==> src/rtl/mips_pkg.sv <==
// ---------------------------------------------------------------------------
// mips_pkg
// Shared constants for the MIPS datapath: data/register-address widths, the
// hardwired zero register, and register numbers that control logic names.
// No ports (package).
// ---------------------------------------------------------------------------
package mips_pkg;

    localparam int DATA_W     = 32;
    localparam int REG_ADDR_W = 5;

    // $zero is a constant, not storage.
    localparam logic [REG_ADDR_W-1:0] REG_ZERO = 5'd0;

    // Registers with fixed roles in the calling convention.
    localparam logic [REG_ADDR_W-1:0] REG_SP = 5'd29;
    localparam logic [REG_ADDR_W-1:0] REG_RA = 5'd31;

endpackage : mips_pkg

==> src/rtl/mips_reg_file_reg_word.sv <==
// ---------------------------------------------------------------------------
// reg_word
// One register-file word: a W-bit flip-flop with load enable and an
// asynchronous active-high clear. The clear dominates, so a load presented
// while rst_i is high never lands.
//
// Ports:
//   clk_i  in   rising-edge clock
//   rst_i  in   async active-high clear
//   en_i   in   load enable, sampled on the rising edge
//   d_i    in   W-bit load value
//   q_o    out  W-bit stored value
// ---------------------------------------------------------------------------
module reg_word
    import mips_pkg::*;
#(
    parameter int W = DATA_W
) (
    input  logic         clk_i,
    input  logic         rst_i,
    input  logic         en_i,
    input  logic [W-1:0] d_i,
    output logic [W-1:0] q_o
);

    logic [W-1:0] word_q;
    logic [W-1:0] word_d;

    always_comb begin
        word_d = word_q;
        if (en_i) begin
            word_d = d_i;
        end
    end

    always_ff @(posedge clk_i or posedge rst_i) begin
        if (rst_i) begin
            word_q <= '0;
        end else begin
            word_q <= word_d;
        end
    end

    assign q_o = word_q;

endmodule : reg_word

==> src/rtl/mips_reg_file.sv <==
// ---------------------------------------------------------------------------
// mips_reg_file
// 32 x 32-bit MIPS general-purpose register file feeding the ALU operands.
// Two combinational read ports, one synchronous write port, $0 hardwired to
// zero, optional same-cycle write-to-read bypass.
//
// Ports:
//   clk       in   rising-edge clock
//   rst       in   async active-high reset, clears every register
//   wr_en     in   write enable
//   wr_addr   in   destination register (ADDR_W)
//   wr_data   in   value to write (DATA_W)
//   rd_addr1  in   read port 1 address (rs)
//   rd_addr2  in   read port 2 address (rt)
//   rd_data1  out  read port 1 data, ALU operand A
//   rd_data2  out  read port 2 data, ALU operand B
// ---------------------------------------------------------------------------
module mips_reg_file #(
    parameter int DATA_W = mips_pkg::DATA_W,
    parameter int ADDR_W = mips_pkg::REG_ADDR_W,
    parameter int NREGS  = 32,
    parameter bit BYPASS = 1'b1
) (
    input  logic              clk,
    input  logic              rst,
    input  logic              wr_en,
    input  logic [ADDR_W-1:0] wr_addr,
    input  logic [DATA_W-1:0] wr_data,
    input  logic [ADDR_W-1:0] rd_addr1,
    input  logic [ADDR_W-1:0] rd_addr2,
    output logic [DATA_W-1:0] rd_data1,
    output logic [DATA_W-1:0] rd_data2
);

    localparam logic [ADDR_W-1:0] ZERO_ADDR = ADDR_W'(mips_pkg::REG_ZERO);

    // Stored words; entry 0 is the constant zero register.
    logic [DATA_W-1:0] regs [NREGS];

    // A write is live when enabled and not aimed at $0. Reset gating is left
    // to the storage (clear dominates) and to the read path below.
    logic wr_live;
    assign wr_live = wr_en && (wr_addr != ZERO_ADDR);

    assign regs[0] = '0;

    for (genvar i = 1; i < NREGS; i++) begin : g_word
        logic word_we;
        assign word_we = wr_live && (wr_addr == ADDR_W'(i));

        reg_word #(
            .W (DATA_W)
        ) u_word (
            .clk_i (clk),
            .rst_i (rst),
            .en_i  (word_we),
            .d_i   (wr_data),
            .q_o   (regs[i])
        );
    end

    // Per-port bypass compare. Suppressed during reset so outputs read zero
    // for every address while rst is high.
    logic byp1;
    logic byp2;
    assign byp1 = BYPASS && !rst && wr_live && (wr_addr == rd_addr1);
    assign byp2 = BYPASS && !rst && wr_live && (wr_addr == rd_addr2);

    always_comb begin
        rd_data1 = regs[rd_addr1];
        rd_data2 = regs[rd_addr2];
        if (rst) begin
            rd_data1 = '0;
            rd_data2 = '0;
        end else begin
            if (byp1) rd_data1 = wr_data;
            if (byp2) rd_data2 = wr_data;
        end
    end

endmodule : mips_reg_file

==> config.mk <==
export PLATFORM = sky130hd
export DESIGN_NAME = mips_reg_file
export DESIGN_NICKNAME = d
export VERILOG_FILES = /design/src/rtl/mips_pkg.sv /design/src/rtl/mips_reg_file_reg_word.sv /design/src/rtl/mips_reg_file.sv
export SDC_FILE = /design/constraint.sdc
export NUM_CORES = 2
export LEC_CHECK = 0
export BUFFER_PORTS_ARGS = -buffer_cell sky130_fd_sc_hd__buf_2
export CAP_MARGIN = 15
export CORE_AREA = 2 2 389 391
export CTS_CLUSTER_DIAMETER = 80
export CTS_CLUSTER_SIZE = 20
export DETAILED_ROUTE_END_ITERATION = 8
export DIE_AREA = 0 0 391 393
export PLACE_DENSITY = 0.59
export SLEW_MARGIN = 30
export SYNTH_ARGS = -nofsm -noshare
export SYNTH_HDL_FRONTEND = slang
export SYNTH_HIERARCHICAL = 1
export SYNTH_SLANG_ARGS = --single-unit
==> constraint.sdc <==
create_clock -name clk -period 4.3 [get_ports clk]
set_clock_uncertainty 0.2 [all_clocks]
set_input_delay 0.43 -clock clk [delete_from_list [all_inputs] [get_ports clk]]
set_output_delay 0.43 -clock clk [all_outputs]
set_load 0.005 [all_outputs]
==> reports/qor.txt <==
Buffers on Ports = 113
leakage power = 27.1 nW
synthesized net count = 3815
die area = 154000 um^2
worst path required time = 3670 ps
mux cell area share after synthesis = 0.444
Mapped Area = 59500 um^2
final worst slack = 211 ps
vias in the first global route = 38100
CTS H-tree depth = 2
crit-path max FO = 51
Arr. time, crit path = 3460 ps
compound-cell area share of the yosys netlist = 0.0516
GRT Util Overall = 0.268
CP top delay family = compound AO/OA/AOI/OAI gates
final worst-path cycle share = 0.951
first-pass GRT wire length = 297 mm
cell with the most instances after synthesis = dfrtp_1
xor/xnor cell area share of the yosys netlist = 0.00147
Hold Crit Class = in -> reg
Clock Latency Late Sink = 720 ps
Slowest cell on crit path = o32ai_1
commonest cells in the netlist = dfrtp_1, mux2_4, mux4_2
Detail Placement HPWL = 133 mm
Placed Cells = 5680
largest net degree at the start of global routing = 65
Adder-Cell Fraction of Synth Area = 0
critical-path cell list = buf_8, buf_12, mux4_2, nor2b_1, o32ai_1, nand2b_1, a221oi_1, buf_2
main combinational cell family by area after synthesis = multiplexers
filler cell count = 13400
max_cap viols = 0
peak supply drop = 0.000329 V
TritonCTS clock tree = built
final WL = 206 mm
Die Y = 393 um
io pins = 114
Synth top area share = 0.417
Synth area leader = dfrtp_1
Cell Rows = 142
Yosys warnings = 6
setup TNS = 0 ps
WL per Instance = 35.8 um
# resized after CTS = 0
CP endpoint kind = output port
router iterations before antenna repair = 8
Num CTS Buffers = 58
Synth area leaders = dfrtp_1, mux2_4, mux4_2, mux2_2, buf_12
Residual DRC = 0
FMAX = 0.245 GHz
Layout area overhead = 6.27%
Final Wtd Congestion = 0.921
GRT Residual Overflow = 0
Setup Viol. Count Final = 0
Place WS = 172 ps
relative slew slack = 0.240
ratio of cells with drive above 1 in the final layout = 0.527
clk slew on worst S/H paths = 90 ps
CP Launch Type = input port
Layout Cells excl Fill = 5759
vias per cell = 6.42
Initial Util = 0.399
slowest stage delay, CP = 880 ps
Core Util, Final = 0.424
status = complete, no violations
Slew @ Worst Pin = 1130 ps
pwr dens = 410 nW/um^2
setup bufs post-CTS = 0
Largest register FFs = 992
via count = 37000
WS Path Type = in -> out
clk root buf = clkbuf_16
Final Max Tran Viols = 0
Syn Inst Count = 3765
fin nets = 3848
Async S/R FF share, synth = 1.00
Post-synth EDFFs = 0
Final Hold Fails = 0
initial drt markers = 4020
Routed Antenna Nets = 0
Mapped Avg Cell Area = 15.8 um^2
die extent in x = 391 um
ys flop type = dfrtp_1
post-synthesis simple-gate area fraction = 0.0244
Yosys reg bits = 992
initial antenna violation count = 13
hold buffer count at CTS = 2
core area = 149000 um^2
Max clock buf depth = 3
Netlist cell types = 52
Final Critical Period = 4090 ps
RSZ-0062 raised after global routing = false
Worst Path Buf+Inv = 3
total power = 0.0259 W
Seq/Total Area, Yosys = 0.417
CTS sink cnt = 992
## cell families after synthesis
logic type             Yosys count
flip-flops                     992
XOR/XNOR                        10
AND/OR/NAND/NOR                298
multiplexers                  1666
AO/OA/AOI/OAI                  396
buffers and inverters          403
## final timing paths
check                                                           start                                    end  slack, ps  cells past startpoint
worst max-delay path                                      rd_addr2[0]                           rd_data2[16]        210                      8
worst min-delay path                                      wr_data[24]  g_word[30].u_word/q_o[24]$_DFFE_PP0P_         50                      2
worst max register to register   g_word[8].u_word/q_o[20]$_DFFE_PP0P_   g_word[8].u_word/q_o[20]$_DFFE_PP0P_       3270                      1
worst min register to register  g_word[30].u_word/q_o[21]$_DFFE_PP0P_  g_word[30].u_word/q_o[21]$_DFFE_PP0P_        330                      1
max in group asynchronous                                         rst   g_word[25].u_word/q_o[9]$_DFFE_PP0P_       2160                      5
min in group asynchronous                                         rst  g_word[22].u_word/q_o[17]$_DFFE_PP0P_        420                      3
## power by group
part / switching [W] / leakage (nW) / internal [W] / total (W)
combinational: 0.00282 / 13.6 / 0.00443 / 0.00725
sequential: 0.00157 / 12.7 / 0.0111 / 0.0127
clock: 0.00339 / 0.801 / 0.00257 / 0.00597
## routing by layer
metal	global-route usage	wire length, um
met2	0.411	94100
met4	0.0972	8050
met5	0	70
met3	0.0576	16600
met1	0.373	87500
## stage by stage
step                      area [um^2]  hold slack [ps]
after floorplan                 59500              290
after global placement          61500              307
after detailed placement        61600              308
after CTS                       63200             2.22
after global routing            63200             21.0
final                           63200             51.6
## cell usage in the layout (no fill, tap or decap), drive strengths merged, types with 17 or more instances in the layout
cell type	synthesis	final
o22ai	31	31
a22oi	63	63
or3	19	19
nor3	39	39
nor2	105	105
a22o	18	18
o211ai	18	18
mux2	1131	1131
nand2	47	47
dfrtp	992	992
clkbuf	68	65
nor2b	34	34
a221oi	92	92
buf	289	328
mux4	387	387
a221o	17	17
nand3	19	19
a211oi	32	32
mux2i	148	148
inv	46	46
a21oi	46	46
a311oi	30	30
o21ai	34	34
nand2b	20	20
## area by class of cell
type / instances / area (um^2) / share of cell area
Antenna cell: 4 / 10.0 / 0.000158
Clock buffer: 65 / 1550 / 0.0245
Clock inverter: 8 / 83.8 / 0.00133
Inverter: 46 / 201 / 0.00319
Multi-Input combinational cell: 2370 / 31300 / 0.495
Sequential cell: 992 / 24800 / 0.393
Tap cell: 1944 / 2430 / 0.0385
Timing Repair Buffer: 330 / 2800 / 0.0443
Power figures use the tool's default switching activity.
